===== src/rtl/fifo_pkg.sv =====
// rtl/fifo_pkg.sv - shared buffer state type and depth for fifo_reader
package fifo_pkg;

  localparam int FIFO_BUF_DEPTH = 2;

  typedef enum logic [1:0] {
    EMPTY = 2'd0,
    ONE   = 2'd1,
    TWO   = 2'd2
  } buf_state_e;

  // Number of words held in a given buffer state
  function automatic logic [1:0] buf_words(input buf_state_e s);
    case (s)
      ONE:     buf_words = 2'd1;
      TWO:     buf_words = 2'd2;
      default: buf_words = 2'd0;
    endcase
  endfunction

endpackage


===== src/rtl/fifo_reader_skid.sv =====
// rtl/fifo_reader_skid.sv - two-entry output buffer with load, pop and flush
module fifo_reader_skid
  import fifo_pkg::*;
#(
  parameter int DWIDTH = 32
) (
  input  logic              clk_i,
  input  logic              arstn_i,
  input  logic              flush_i,
  input  logic              load_i,
  input  logic              pop_i,
  input  logic [DWIDTH-1:0] data_i,
  output logic [DWIDTH-1:0] data_o,
  output logic              valid_o,
  output logic [1:0]        count_o
);

  buf_state_e        state_q, state_d;
  logic [DWIDTH-1:0] head_q, head_d;
  logic [DWIDTH-1:0] tail_q, tail_d;

  // Buffer state register
  always_ff @(posedge clk_i or negedge arstn_i) begin
    if (!arstn_i) begin
      state_q <= EMPTY;
    end else begin
      state_q <= state_d;
    end
  end

  // Occupancy: +1 on load only, -1 on pop only, flush empties the buffer
  always_comb begin
    state_d = state_q;
    if (flush_i) begin
      state_d = EMPTY;
    end else if (load_i && !pop_i) begin
      case (state_q)
        EMPTY:   state_d = ONE;
        ONE:     state_d = TWO;
        default: state_d = state_q;
      endcase
    end else if (pop_i && !load_i) begin
      case (state_q)
        ONE:     state_d = EMPTY;
        TWO:     state_d = ONE;
        default: state_d = state_q;
      endcase
    end
  end

  // Entry contents: a word loaded while the head leaves becomes the new head
  always_comb begin
    head_d = head_q;
    tail_d = tail_q;
    if (!flush_i) begin
      case (state_q)
        EMPTY: begin
          if (load_i) head_d = data_i;
        end
        ONE: begin
          if (load_i) begin
            if (pop_i) head_d = data_i;
            else       tail_d = data_i;
          end
        end
        TWO: begin
          if (pop_i) begin
            head_d = tail_q;
            if (load_i) tail_d = data_i;
          end
        end
        default: begin
          head_d = head_q;
        end
      endcase
    end
  end

  // Entry registers
  always_ff @(posedge clk_i or negedge arstn_i) begin
    if (!arstn_i) begin
      head_q <= '0;
      tail_q <= '0;
    end else begin
      head_q <= head_d;
      tail_q <= tail_d;
    end
  end

  // Stream outputs come straight from the head register
  always_comb begin
    valid_o = (state_q != EMPTY);
    data_o  = head_q;
    count_o = buf_words(state_q);
  end

endmodule


===== src/rtl/fifo_reader.sv =====
// rtl/fifo_reader.sv - FIFO to valid/ready stream adapter; optional FIFO_READER_STATS_EN statistics
module fifo_reader
  import fifo_pkg::*;
#(
  parameter int DWIDTH    = 32,
  parameter int AWIDTH    = 4,
  parameter int SHOWAHEAD = 1
) (
  input  logic              clk_i,
  input  logic              arstn_i,
  input  logic [DWIDTH-1:0] fifo_q_i,
  input  logic              fifo_empty_i,
  input  logic [AWIDTH:0]   fifo_usedw_i,
  output logic              fifo_rdreq_o,
  input  logic              flush_i,
  output logic [DWIDTH-1:0] data_o,
  output logic              valid_o,
  input  logic              ready_i
`ifdef FIFO_READER_STATS_EN
  ,
  output logic [31:0]       words_o,
  output logic [AWIDTH:0]   min_level_o
`endif
);

  logic       run_q;
  logic       inflight_q, inflight_d;
  logic       pop;
  logic       load;
  logic [1:0] buf_cnt;
  logic [2:0] occupancy;

  // Requests are held off until the first edge after reset release
  always_ff @(posedge clk_i or negedge arstn_i) begin
    if (!arstn_i) begin
      run_q <= 1'b0;
    end else begin
      run_q <= 1'b1;
    end
  end

  // Pop, request and load decisions; a word already requested counts as occupancy
  always_comb begin
    pop          = valid_o && ready_i && !flush_i;
    occupancy    = {1'b0, buf_cnt} + {2'b00, inflight_q};
    fifo_rdreq_o = run_q && !fifo_empty_i && !flush_i &&
                   (occupancy < (3'(FIFO_BUF_DEPTH) + {2'b00, pop}));
    if (SHOWAHEAD != 0) begin
      load       = fifo_rdreq_o;
      inflight_d = 1'b0;
    end else begin
      load       = inflight_q && !flush_i;
      inflight_d = fifo_rdreq_o;
    end
  end

  // In-flight marker for non-showahead reads
  always_ff @(posedge clk_i or negedge arstn_i) begin
    if (!arstn_i) begin
      inflight_q <= 1'b0;
    end else begin
      inflight_q <= inflight_d;
    end
  end

  fifo_reader_skid #(
    .DWIDTH(DWIDTH)
  ) u_skid (
    .clk_i   (clk_i),
    .arstn_i (arstn_i),
    .flush_i (flush_i),
    .load_i  (load),
    .pop_i   (pop),
    .data_i  (fifo_q_i),
    .data_o  (data_o),
    .valid_o (valid_o),
    .count_o (buf_cnt)
  );

`ifdef FIFO_READER_STATS_EN
  logic [31:0]     words_q, words_d;
  logic [AWIDTH:0] min_level_q, min_level_d;

  // Transfer count wraps; minimum level tracks usedw on request cycles
  always_comb begin
    words_d     = pop ? words_q + 32'd1 : words_q;
    min_level_d = (fifo_rdreq_o && (fifo_usedw_i < min_level_q)) ? fifo_usedw_i : min_level_q;
  end

  // Statistics registers survive flush, cleared only by reset
  always_ff @(posedge clk_i or negedge arstn_i) begin
    if (!arstn_i) begin
      words_q     <= '0;
      min_level_q <= '1;
    end else begin
      words_q     <= words_d;
      min_level_q <= min_level_d;
    end
  end

  assign words_o     = words_q;
  assign min_level_o = min_level_q;
`else
  logic unused_usedw;
  assign unused_usedw = ^fifo_usedw_i;
`endif

endmodule


===== config.mk =====
export PLATFORM = sky130hd
export DESIGN_NAME = fifo_reader
export DESIGN_NICKNAME = d
export VERILOG_FILES = /design/src/rtl/fifo_pkg.sv /design/src/rtl/fifo_reader_skid.sv /design/src/rtl/fifo_reader.sv
export SDC_FILE = /design/constraint.sdc
export NUM_CORES = 1
export LEC_CHECK = 0
export CAP_MARGIN = 40
export CORE_MARGIN = 3
export CORE_UTILIZATION = 52
export CTS_BUF_LIST = sky130_fd_sc_hd__clkbuf_16
export CTS_CLUSTER_SIZE = 25
export DETAILED_ROUTE_END_ITERATION = 10
export PLACE_DENSITY = 0.84
export SLEW_MARGIN = 30
export SYNTH_ARGS = -nofsm -noshare
export SYNTH_HDL_FRONTEND = slang
export SYNTH_SLANG_ARGS = --single-unit

===== constraint.sdc =====
create_clock -name clk_i -period 5.2 [get_ports clk_i]
set_input_delay 1.04 -clock clk_i [delete_from_list [all_inputs] [get_ports clk_i]]
set_output_delay 1.04 -clock clk_i [all_outputs]
set_load 0.02 [all_outputs]

### After elaboration in Yosys (flattened, before gate mapping)

Cells that the tools add are included.

| cells by class | value |
|---|---|
| add/sub/neg operators | 1 |
| $lt $le $gt $ge | 1 |
| equality and inequality tests | 9 |
| mux-type cells | 15 |
| bitwise operators | 1 |
| reduce and logical (&&, ||, !) cells | 20 |

Operator list:

| operator | count |
|---|---|
| two-way mux 32 bit | 7 |
| one-hot mux 32 bit (3 select lines) | 1 |
| one-hot mux 32 bit (2 select lines) | 1 |
| one-hot mux 2 bit (2 select lines) | 3 |
| AND reduction 6 bit | 2 |
| inequality test 2 x 1 -> 1 bit, second input constant | 5 |
| logical AND 1 bit | 7 |
| two-way mux 2 bit | 3 |
| nonzero test 3 bit | 2 |
| logical NOT 1 bit | 4 |
| inequality test 4 bit, second input constant | 1 |
| nonzero test 2 bit | 2 |
| nonzero test 4 bit | 1 |
| adder 2 x 1 -> 3 bit, first input constant | 1 |
| less-than comparator 2 x 3 -> 1 bit | 1 |
| AND reduction 3 bit | 1 |
| == test 2 x 1 -> 1 bit, second input constant | 1 |
| == test 2 bit, second input constant | 1 |
| logical NOT 2 bit | 1 |
| inequality test 2 bit, second input constant | 1 |
| NOT 1 bit | 1 |

| storage, ports and cells | value |
|---|---|
| register bits | 67 |
| input port bits | 42 |
| output and inout bits | 34 |
| logic and storage cells | 51 |

### Depth between registers and ports, before layout

Gate-level depths: netlist of the first run.

| logic depth | value |
|---|---|
| depth in word-level cells | 11 |
| gate-level depth with buffers | 7 |
| depth with buffers taken out | 4 |

### By module

A second synthesis of the first run with hierarchy kept.

| second synthesis, totals | value |
|---|---|
| cell total of the unflattened synthesis | 241 |
| area total of the unflattened synthesis | 3,125.5 um^2 |

Modules (own cells, without submodules):

| module | instances | cells an instance | area an instance (um^2) | sequential area each (um^2) |
|---|---|---|---|---|
| fifo_reader_skid | 1 | 234 | 3,062.9 | 1,651.6 |
| fifo_reader | 1 | 7 | 62.6 | 25.0 |

### Worst setup path before layout of the first run

OpenSTA, ideal clock, no wires.

| timing path | value |
|---|---|
| path type | input-to-output |
| start | input fifo_empty_i |
| end | output fifo_rdreq_o |
| data arrival time | 1.814 ns |
| data required time | 4.160 ns |
| setup slack | 2.346 ns |
| stages | 2 |
| path buffers | 0 |
| cell sequence | nand2b_1 > a211oi_1 |

| between the ends | value |
|---|---|
| word-level cells in the longest chain between the ends | 4 |

RTL lines:

| item | RTL line | RTL |
|---|---|---|
| start, declared | fifo_reader.sv:12 | `input logic fifo_empty_i,` |
| logical NOT 1 bit | fifo_reader.sv:46 | `fifo_rdreq_o = run_q && !fifo_empty_i && !flush_i &&` |
| logical AND 1 bit (3 in series) | fifo_reader.sv:46 |  |
| end, declared | fifo_reader.sv:14 | `output logic fifo_rdreq_o,` |

No other way between the ends.

### Final worst setup path of the first run

Ends and elaborated chain as after synthesis.

==> results of run 1 <==
==> final timing paths <==
check                                                   start                       endpoint  slack (ns)  depth (start not counted)
max in group asynchronous                             arstn_i  u_skid.tail_q[22]$_DFFE_PN0P_        3.93                          3
worst min-delay path            u_skid.data_o[20]$_DFFE_PN0P_  u_skid.data_o[20]$_DFFE_PN0P_        0.48                          2
worst min register to register  u_skid.data_o[20]$_DFFE_PN0P_  u_skid.data_o[20]$_DFFE_PN0P_        0.48                          2
min in group asynchronous                             arstn_i                run_q$_DFF_PN0_        0.74                          2
worst max-delay path                             fifo_empty_i                   fifo_rdreq_o        1.63                          4
worst max register to register  u_skid.state_q[1]$_DFFE_PN0P_  u_skid.tail_q[23]$_DFFE_PN0P_        3.15                          4
==> cell type report <==
cell class	instances	area [sq um]
sequential	67	1677
fill	350	1255
multi-input combinational	147	1207
timing repair buffer	74	758.2
clock buffer	9	225.2
tap	70	87.58
clock inverter	7	85.08
inverter	2	7.507
==> critical path, delay by kind of cell <==
| family | cells | cell delay [ns] |
|---|---|---|
| buffers and inverters | 2 | 1.03 |
| AOI/OAI and AO/OA | 1 | 0.24 |
| and+or+nand+nor | 1 | 0.23 |
==> synth_stat cells <==
cell type | instances | area share, %
sky130_fd_sc_hd__clkbuf_1 | 9 | 1.1
sky130_fd_sc_hd__nor2_1 | 1 | 0.13
sky130_fd_sc_hd__mux2i_1 | 32 | 11
sky130_fd_sc_hd__nand2_1 | 33 | 4.2
sky130_fd_sc_hd__mux2_2 | 2 | 0.76
sky130_fd_sc_hd__o41a_1 | 1 | 0.38
sky130_fd_sc_hd__mux2_4 | 30 | 15
sky130_fd_sc_hd__a211oi_1 | 1 | 0.25
sky130_fd_sc_hd__buf_6 | 3 | 1.1
sky130_fd_sc_hd__a22oi_1 | 1 | 0.25
sky130_fd_sc_hd__o21ai_0 | 34 | 5.7
sky130_fd_sc_hd__buf_2 | 2 | 0.34
sky130_fd_sc_hd__nand2b_1 | 2 | 0.42
sky130_fd_sc_hd__conb_1 | 1 | 0.13
sky130_fd_sc_hd__or2_2 | 1 | 0.21
sky130_fd_sc_hd__a21oi_1 | 1 | 0.17
sky130_fd_sc_hd__or3_1 | 2 | 0.42
sky130_fd_sc_hd__inv_1 | 2 | 0.25
sky130_fd_sc_hd__and2_1 | 1 | 0.21
sky130_fd_sc_hd__buf_4 | 1 | 0.25
sky130_fd_sc_hd__a31oi_1 | 1 | 0.21
sky130_fd_sc_hd__nor2b_1 | 2 | 0.42
sky130_fd_sc_hd__dfrtp_1 | 67 | 57
sky130_fd_sc_hd__or4bb_1 | 1 | 0.38
==> power by group <==
group,leakage [nW],internal [mW],switching (mW)
clock network,0.158,0.414,0.212
logic,0.828,0.184,0.146
registers,0.862,0.612,0.0526
==> cell families after synthesis <==
family | synth area share (%)
other cells | 0.1266
mux | 26.77
flops | 56.59
buf+inv | 3.125
simple gates | 6.377
compound gates | 7.010
==> registers in the layout (all words and copies together), names as in the netlist <==
register / count
u_skid.data_o: 32
u_skid.tail_q: 32
u_skid.state_q: 2
run_q: 1
==> per-stage QoR <==
stage	worst slack, ns	util [%]	area [sq um]	hold WS, ns
floorplan	2.346	-	2963	0.4791
global placement	1.627	69.51	3686	0.4607
detailed placement	1.620	70.48	3737	0.4722
CTS	1.614	76.33	4048	0.4861
global route	1.529	76.33	4048	0.5165
finish	1.628	76.33	4048	0.4831
==> layer usage <==
layer / vias to the layer above / track usage (%) / wire (um) / part of all wire, %
li1: 948 / - / - / -
met2: 54 / 32.65 / 3114 / 50
met1: 983 / 27.66 / 2760 / 44
met4: 0 / 9.628 / 98 / 1.6
met5: - / 0 / 0 / 0
met3: 9 / 4.605 / 266 / 4.3
==> results.txt, run 1 <==
The logs give 38 for the maximum number of pins on one net before global-route repair and 55.88% for the effective utilization at floorplan. Setup violations remaining at the end of the flow were counted as 0. The final route contains 1994 vias. The arrival time of data at the critical path endpoint was 2.53 ns. Wires add up to 6.239 mm.

The clock passes through at most 2 buffers. Counting every net in the synthesized netlist gives 273. In this run the worst path has a maximum fanout of 7. The tools report the number of standard-cell rows in the floorplan as 26. Clock-pin slew was measured on the worst setup and hold paths at 0.05 ns.

The dominant cell type by count on the critical path is sky130_fd_sc_hd__clkdlybuf4s50_1. The number of hold buffers added after CTS was 0. The logs give 0.2800 GHz for the highest attainable clock frequency and 1.848 nW for the reported leakage power. The synthesized cell area is 0.002963 sq mm, and the clock latency on the worst-skew pair is 0.32 ns.

The critical-path cell with the highest stage delay was sky130_fd_sc_hd__clkdlybuf4s50_1. The run gives 24 as the count of different cell masters after synthesis. The type of the most critical hold path was flip-flop to flip-flop.

The worst path in the final design needs a cycle of 3.572 ns, including I/O delays and setup. After clock tree synthesis, the repair step resized 0 gates. The tools report the remaining antenna violation count after routing as 0.

The run gives 0 as the initial antenna violation count. In the layout the commonest cells are sky130_fd_sc_hd__clkdlybuf4s50_1, sky130_fd_sc_hd__dfrtp_1, sky130_fd_sc_hd__o21ai_0. TritonCTS built the clock tree. The die area is 0.006640 sq mm, and the top-level port count is 76. The max-cap violation count is 0, and the count of routing violations after the opening detailed-route iteration is 105. Averaged over all synthesized cells, the footprint is 12.83 sq um. Power spread over the standard cell area amounts to 400.3 mW/mm^2. The final critical path takes up 68.68% of the cycle. After detailed placement, the design holds a cell count of 360. In the routed design, unresolved DRC markers number 0. The run gives 4.16 ns as the data required time at the worst endpoint. For this run, the total global-route usage over all layers was measured as 20.82%. The critical path in this run is classified as input pin to primary output. The worst pin sits at a relative slew slack of 57.87%.

The signal on the critical path passes through clkdlybuf4s50_1 > nand2b_1 > a211oi_1 > clkdlybuf4s50_1. Most common cell after layout, fill and taps aside: sky130_fd_sc_hd__clkdlybuf4s50_1. The cell count after synthesis came out at 231. The run finished with clean final reports.

The largest clock skew in the final design is 0.003287 ns, and the via count of the first global-routing pass is 2081. STA classifies the critical path endpoint as a primary output. The completed layout was analyzed and its total power is 1.620 mW.

Setup repair after global routing left no endpoint under its margin. The synthesized design contains 67 register bits. The tools report the fraction of the yosys area taken by sequential cells as 56.59%. The floorplan step set the die height to 81.49 um. The number of search-and-repair iterations in the first detailed-routing pass was 4.

The largest voltage drop on the vdd net came out at 0.2469 mV. The number of sinks on the clock net is 67. During synthesis, Yosys emitted a total of 0 warnings. In this run the standard cell core region covers 0.005303 sq mm. On the worst path, the slowest cell contributes a delay of 0.64 ns. In the final layout, the share of cells above drive strength 1 is 17.97%. The number of antenna repair diodes is 0. The run gives 0 ns as the sum of negative setup slack. The actual transition at the worst max-transition pin was 0.6320 ns. In the routed layout, each cell is associated on average with a via count of 5.303. The cell at the root of the clock tree is sky130_fd_sc_hd__clkbuf_16. Buffers placed on the I/O ports in this run total 70. The HPWL reported at the end of detailed placement came out at 3.975 mm. In this run, CTS created clock tree buffers numbering 9. Post-CTS timing repair inserted 0 buffers for setup. Global routing finished with a remaining overflow of 0. The width of the die came out at 81.49 um. Excluding fillers, the count of instances in the completed layout stands at 376.

STA classifies the critical path startpoint as an input pin. Number of H-tree levels: 3. Dividing the detail-routed wire length by the instance count gives 16.59 um.

For the wire length of the first global-routing pass, the log shows 10.25 mm. Relative to the synthesized area, the layout overhead comes to 36.61%. For the global placer's final weighted congestion, the log shows 0.7869. The number of pins exceeding their max-slew limit in the final report is 0, and the number of nets in the layout is 343. The tools report the final-report hold violation count as 0.
No activity file was read; power rests on OpenSTA's default activity.
==> run 2, diff against run 1 <==
CORE_UTILIZATION = 44   (was 52)
PLACE_DENSITY = 0.76   (was 0.84)
clock period = 3.1 ns   (was 5.2 ns; I/O delays follow)
==> run 2 against run 1 <==
Clock skew is 0.0013 ns higher. First-iteration DRC count shrank 17%. Largest power group unchanged. Largest cell class unchanged. Critical endpoint unchanged. Final cell count increased by 2.4%. Worst hold slack got worse by 0.13 ns. Count of clock-buffer cells in the layout is the same. Sequential power is 67% higher.
==> results.txt, run 2 (synthesized netlist as in run 1, its figures left out) <==
Summing all placed instances gives a cell area of 0.003757 sq mm. The total power consumption of the routed design came out at 2.640 mW. For this run, the post-layout net count is 345. Once the clock tree was built, the resizer swapped 0 gates to a different size. The type of the most critical hold path was input pin to async pin. The category of the worst setup path capture point is a primary output. After detailed routing, the average wire length per cell comes to 15.03 um. Post-route clock period utilization: 90.13%. The final-report hold violation count came out at 0. The total number of vias was 1943; the global placer's final weighted congestion was 0.7078. The actual transition at the worst max-transition pin came out at 0.7029 ns. The growth of design area from synthesis to finish was 36.74%. After floorplanning, the core was sized to cover 0.006422 sq mm.

After detailed routing, the wire length on met1 is 2.742 mm. CTS saw 67 sinks. From left edge to right edge, the die measures 88.06 um. The first global-routing pass estimated 9.549 mm of wire.

The number of buffers added on ports works out to 70. The number of search-and-repair iterations in the first detailed-routing pass came out at 4. For the largest clock skew in the final design, the log shows 0.004588 ns.

The layout cell share with drive strength beyond 1 was 18.83%; the number of antenna repair diodes was 0. The wire-length estimate of the detail-placed layout is 3.870 mm. Post-CTS timing repair inserted 0 buffers for setup. The floorplan step defined a die boundary enclosing 0.007755 sq mm. At the later pin of the worst-skew pair, clock insertion delay measures 0.32 ns.

The via count of the first global-routing pass was 1936. In the layout the commonest cells are sky130_fd_sc_hd__clkdlybuf4s50_1, sky130_fd_sc_hd__dfrtp_1, sky130_fd_sc_hd__o21ai_0. TritonCTS built the clock tree.

Count of hold buffers inserted by post-cts repair: 0. STA puts the critical path data arrival time at 2.17 ns. The cell at the root of the clock tree is sky130_fd_sc_hd__clkbuf_16. The logs give 0 for the initial antenna violation count and 0.004051 sq mm for the post-layout instance area.

The final setup slack of the worst path was 0.3060 ns; the top-level port count was 76. The remaining antenna violation count after routing was 0; the number of H-tree levels was 3. STA puts the critical path data required time at 2.48 ns. In this run, the number of DRC markers left after iteration 0 of detailed routing was 87. After detailed routing, the total wire length is 5.786 mm. Setup repair after global routing left no endpoint under its margin.

The tools report the number of setup violations in the final report as 0. Global routing used 16.10% of the available tracks across all layers. For this run the aggregate overflow at the end of global routing stands at 0. Timing would allow up to 0.3579 GHz. The peak fanout along the critical path came out at 7. The number of vias per cell after detailed routing is 5.047, and the worst slack after detailed placement is 0.3103 ns. The setup path with the least slack is of type input pin to primary output.

The worst-case IR drop observed on VDD is 0.3492 mV. The final period demand of the worst path was 2.794 ns; the vertical die dimension was 88.06 um. Detailed routing placed a total of 329 um of wire on met3.

The run gives 0 as the max-cap violation count. After clock tree synthesis, the clock-pin slew on the worst setup and hold paths is 0.05 ns. For this run, the share of the core covered by cells in the final layout is 63.08%. The initial utilization of the core area, before any placement, comes to 46.13%.

Counting the buffers created by CTS gives 9. The worst setup path is launched from an input pin. The power per standard cell area was 651.6 mW/mm^2; the worst slew margin relative to its limit was 53.14%. The flow ran to the end, and the final reports show no timing, DRC or antenna violations. Most common cell after layout, fill and taps aside: sky130_fd_sc_hd__clkdlybuf4s50_1. The detailed router used layers up to and including met4. For the sum of met2 wire segment lengths after detailed routing, the log shows 2.669 mm. The run gives 2 as the buffer levels on the longest clock path. The depth of the worst register-to-register path works out to 6.

The sum of negative setup slack was 0 ns. The DRC violation count after routing is 0. Entering global routing, the biggest net connects 38 pins. The run gives 29 as the number of standard-cell rows in the floorplan.

For the reported leakage power, the log shows 1.829 nW. Number of pins exceeding their max-slew limit in the final report: 0.
==> run 2: cell types whose count changed in the layout (fill, tap and decap cells not counted), sizes merged <==
| cell | before | now |
|---|---|---|
| buf | 5 | 7 |
| clkinvlp | 1 | 4 |
| inv | 4 | 2 |
| bufinv | 2 | 1 |
==> run 2: critical path, cell delays in order <==
cell	delay, ns
sky130_fd_sc_hd__clkdlybuf4s50_1	0.39
sky130_fd_sc_hd__nand2b_1	0.24
sky130_fd_sc_hd__a211oi_1	0.28
sky130_fd_sc_hd__clkdlybuf4s50_1	0.65
==> run 2: worst paths after layout <==
kind / endpoint / slack (ns) / startpoint
worst min-delay path: u_skid.tail_q[13]$_DFFE_PN0P_ / 0.35 / arstn_i
max in group asynchronous: u_skid.data_o[31]$_DFFE_PN0P_ / 2.08 / arstn_i
min in group clk_i: u_skid.data_o[7]$_DFFE_PN0P_ / 0.48 / u_skid.data_o[7]$_DFFE_PN0P_
worst max-delay path: fifo_rdreq_o / 0.31 / fifo_empty_i
worst min register to register: u_skid.data_o[7]$_DFFE_PN0P_ / 0.48 / u_skid.data_o[7]$_DFFE_PN0P_
worst max register to register: u_skid.tail_q[5]$_DFFE_PN0P_ / 0.83 / u_skid.state_q[1]$_DFFE_PN0P_
==> run 2: routing by layer <==
metal | global-route usage (%) | vias to the layer above
met3 | 4.327 | 4
met4 | 6.181 | 0
met1 | 22.10 | 942
met5 | 0 | -
met2 | 24.45 | 49
li1 | - | 948
==> run 2: per-stage QoR <==
stage	instances	hold slack, ns
2_1_floorplan	231	0.3244
3_3_place_gp	368	0.4598
3_5_place_dp	369	0.4696
4_1_cts	385	0.3636
5_1_grt	385	0.3987
6_report	385	0.3487
==> run 2: layout make-up <==
class / count / area [sq um]
tap: 77 / 96.34
sequential: 67 / 1677
inverter: 2 / 7.507
fill: 495 / 2371
clock buffer: 9 / 225.2
multi-input combinational: 147 / 1204
clock inverter: 7 / 68.82
timing repair buffer: 76 / 773.2
==> run 2: power breakdown <==
part	leakage [nW]	internal, mW	switching, mW
Sequential	0.862	1.03	0.0852
Combinational	0.836	0.308	0.235
Clock	0.131	0.617	0.368
Total	1.83	1.95	0.688
==> run 3, diff against run 2 <==
PLACE_DENSITY = 0.86   (was 0.76)
==> run 3 against run 2 <==
Count of clock-buffer cells in the layout did not move. Flip-flop and latch count stayed put. Critical path depth did not move. Design area grew 0.59%. Core utilization rose by 0.37 points. Global-route usage increased by 0.070 points.
==> results.txt, run 3 (synthesized netlist as in run 1, its figures left out) <==
The flow ran to the end, and the final reports show no timing, DRC or antenna violations. The number of pins exceeding their max-slew limit in the final report was 0; the clock latency on the worst-skew pair was 0.32 ns. The library cells used most frequently in the layout, excluding fill and tap cells, are sky130_fd_sc_hd__clkdlybuf4s50_1, sky130_fd_sc_hd__dfrtp_1, sky130_fd_sc_hd__o21ai_0. The post-CTS clock slew at the launch and capture registers of the worst setup and hold paths is 0.05 ns. Routability-driven placement finished with a final weighted congestion of 0.6711.

Timing would allow up to 0.3640 GHz. After layout, the worst path uses 88.61% of the clock period. Before antenna repair, the detailed router went through 4 iterations. The critical path goes through clkdlybuf4s50_1 > nand2b_1 > a211oi_1 > clkdlybuf4s50_1. The layout cell share with drive strength beyond 1 is 18.89%, and the largest clock skew in the final design is 0.006703 ns. Clock tree synthesis found a total of 67 sinks. The run gives 76 as the top-level port count.

The tools report the count of hold buffers inserted by post-cts repair as 0. Vertical die dimension: 88.06 um. Data on the critical path arrives at its endpoint at 2.13 ns. The analysis attributes to cell leakage a power of 1.854 nW.

The highest cell delay on the worst timing path was 0.65 ns. The kind of critical path was input pin to primary output. TritonCTS built the clock tree.

After clock tree synthesis, the setup repair step added 0 buffers. For the via count of the first global-routing pass, the log shows 2030. In the routed design, unresolved DRC markers number 0. During placement, the flow inserted port buffers numbering 70. For the remaining antenna violation count after routing, the log shows 0. The dominant cell type by count on the critical path is sky130_fd_sc_hd__clkdlybuf4s50_1. The run gives 0 as the final-report hold violation count. The max-cap violation count is 0. The cell at the root of the clock tree was sky130_fd_sc_hd__clkbuf_16. The logs give 0 for the total grt overflow and 5.894 mm for the total routed wirelength. The power per standard cell area is 674.0 mW/mm^2. For this design, the slowest cell found on the critical path is sky130_fd_sc_hd__clkdlybuf4s50_1. Broken down by cell family, the worst path's largest delay share belongs to buffers and inverters. The growth of design area from synthesis to finish was 37.54%. The tools report the category of the worst setup path capture point as a primary output. In this run the standard cell core region covers 0.006422 sq mm.

The initial antenna violation count was 0. After routing, the total negative slack on setup checks comes to 0 ns. Setup repair after global routing left no endpoint under its margin.

The number of antenna repair diodes was 0. The path class of the tightest hold or removal check is input pin to async pin. The clock period could shrink to 2.747 ns.

In the final routed layout, each cell accounts on average for 15.35 um. The number of buffers and inverters on the critical path is 2. The data required time at the worst endpoint came out at 2.48 ns. The total track usage is 16.17%. In this run, the number of DRC markers left after iteration 0 of detailed routing was 73.

The largest voltage drop on the vdd net was 0.3177 mV. The worst setup path is launched from an input pin. The number of non-filler instances in the completed layout was 384; the number of nets in the layout was 344. Detailed placement finished with a half-perimeter wire length of 3.972 mm. The routed layout has 1935 vias. In this run the tightest slew margin relative to its limit is 52.47%. The actual transition at the worst max-transition pin was 0.7130 ns; the effective utilization at floorplan was 46.13%.

In this run, placement finished with an instance count of 368. The most common cell after layout, fill and taps aside is sky130_fd_sc_hd__clkdlybuf4s50_1. Post-CTS repair changed the size of 0 cells. Of all nets on the critical path, the largest fanout is 7.

The run gives 2 as the buffer levels on the longest clock path. The run gives 9.749 mm as the wire length of the first global-routing pass. Counting the buffers created by CTS gives 9. After floorplanning, the core was divided into 29 placement rows.

The die covers 0.007755 sq mm. After detailed routing, the number of vias per cell comes to 5.039. Fill cells in the final layout number 519. Entering global routing, the biggest net connects 37 pins. Setup violations remaining at the end of the flow were counted as 0. Measured along the x axis, the die boundary spans 88.06 um.

CTS built an H-tree with a depth of 3.
[run 3: changes by cell type in the layout (fill, tap and decap cells not counted)]
| cell | previous run | this run |
|---|---|---|
| sky130_fd_sc_hd__clkinv_4 | 0 | 3 |
| sky130_fd_sc_hd__inv_6 | 0 | 1 |
| sky130_fd_sc_hd__clkinvlp_4 | 4 | 0 |
| sky130_fd_sc_hd__buf_4 | 4 | 3 |
| sky130_fd_sc_hd__clkinv_1 | 1 | 0 |
| sky130_fd_sc_hd__bufinv_16 | 1 | 2 |
[run 3: power by group]
| part | internal (mW) | switching [mW] |
|---|---|---|
| clock network | 0.709 | 0.381 |
| logic | 0.308 | 0.237 |
| registers | 1.03 | 0.0862 |
| total | 2.04 | 0.703 |
[run 3: path summary, 6_finish.rpt]
check | startpoint | end | slack, ns | depth (start not counted)
max in group asynchronous | arstn_i | u_skid.data_o[13]$_DFFE_PN0P_ | 2.10 | 2
min | arstn_i | u_skid.state_q[0]$_DFFE_PN0P_ | 0.36 | 1
max | fifo_empty_i | fifo_rdreq_o | 0.35 | 4
max reg2reg | u_skid.state_q[1]$_DFFE_PN0P_ | u_skid.tail_q[27]$_DFFE_PN0P_ | 0.67 | 6
min reg2reg | u_skid.data_o[25]$_DFFE_PN0P_ | u_skid.data_o[25]$_DFFE_PN0P_ | 0.47 | 2
min in group clk_i | u_skid.data_o[25]$_DFFE_PN0P_ | u_skid.data_o[25]$_DFFE_PN0P_ | 0.47 | 2
[run 3: through the flow]
step / total power [mW] / util [%] / cell area [sq um] / setup WS, ns / hold WS, ns
global route: 2.875 / 63.45 / 4075 / 0.2371 / 0.4143
CTS: 2.776 / 63.45 / 4075 / 0.3358 / 0.3856
detailed placement: 1.676 / 58.39 / 3750 / 0.3436 / 0.4696
finish: 2.747 / 63.45 / 4075 / 0.3531 / 0.3593
floorplan: 1.391 / - / 2963 / 0.8686 / 0.3244
global placement: 1.649 / 57.96 / 3722 / 0.3429 / 0.4606
[run 3: metal layers]
metal	global-route usage (%)	up-vias	wire length, um
met4	4.533	0	20
met1	21.78	953	2683
met2	26.10	40	2972
met5	0	-	0
met3	4.139	2	217
li1	-	940	-
[run 3: final cells by class]
class	instances	area (sq um)	area share, %
clock inverters	7	100.1	2.456
inverters	2	7.507	0.1842
flip-flops and latches	67	1677	41.14
well taps	77	96.34	2.364
clock buffers	9	225.2	5.527
repair buffers	75	765.7	18.79
multi-input cells	147	1204	29.54
[run 3: worst reg2reg max path: stages (launching register included)]
cell	delay (ns)
sky130_fd_sc_hd__dfrtp_1	0.47
sky130_fd_sc_hd__nor2b_4	0.22
sky130_fd_sc_hd__buf_4	0.34
sky130_fd_sc_hd__a22oi_1	0.15
sky130_fd_sc_hd__or3_2	0.42
sky130_fd_sc_hd__buf_4	0.33
sky130_fd_sc_hd__mux2_4	0.38
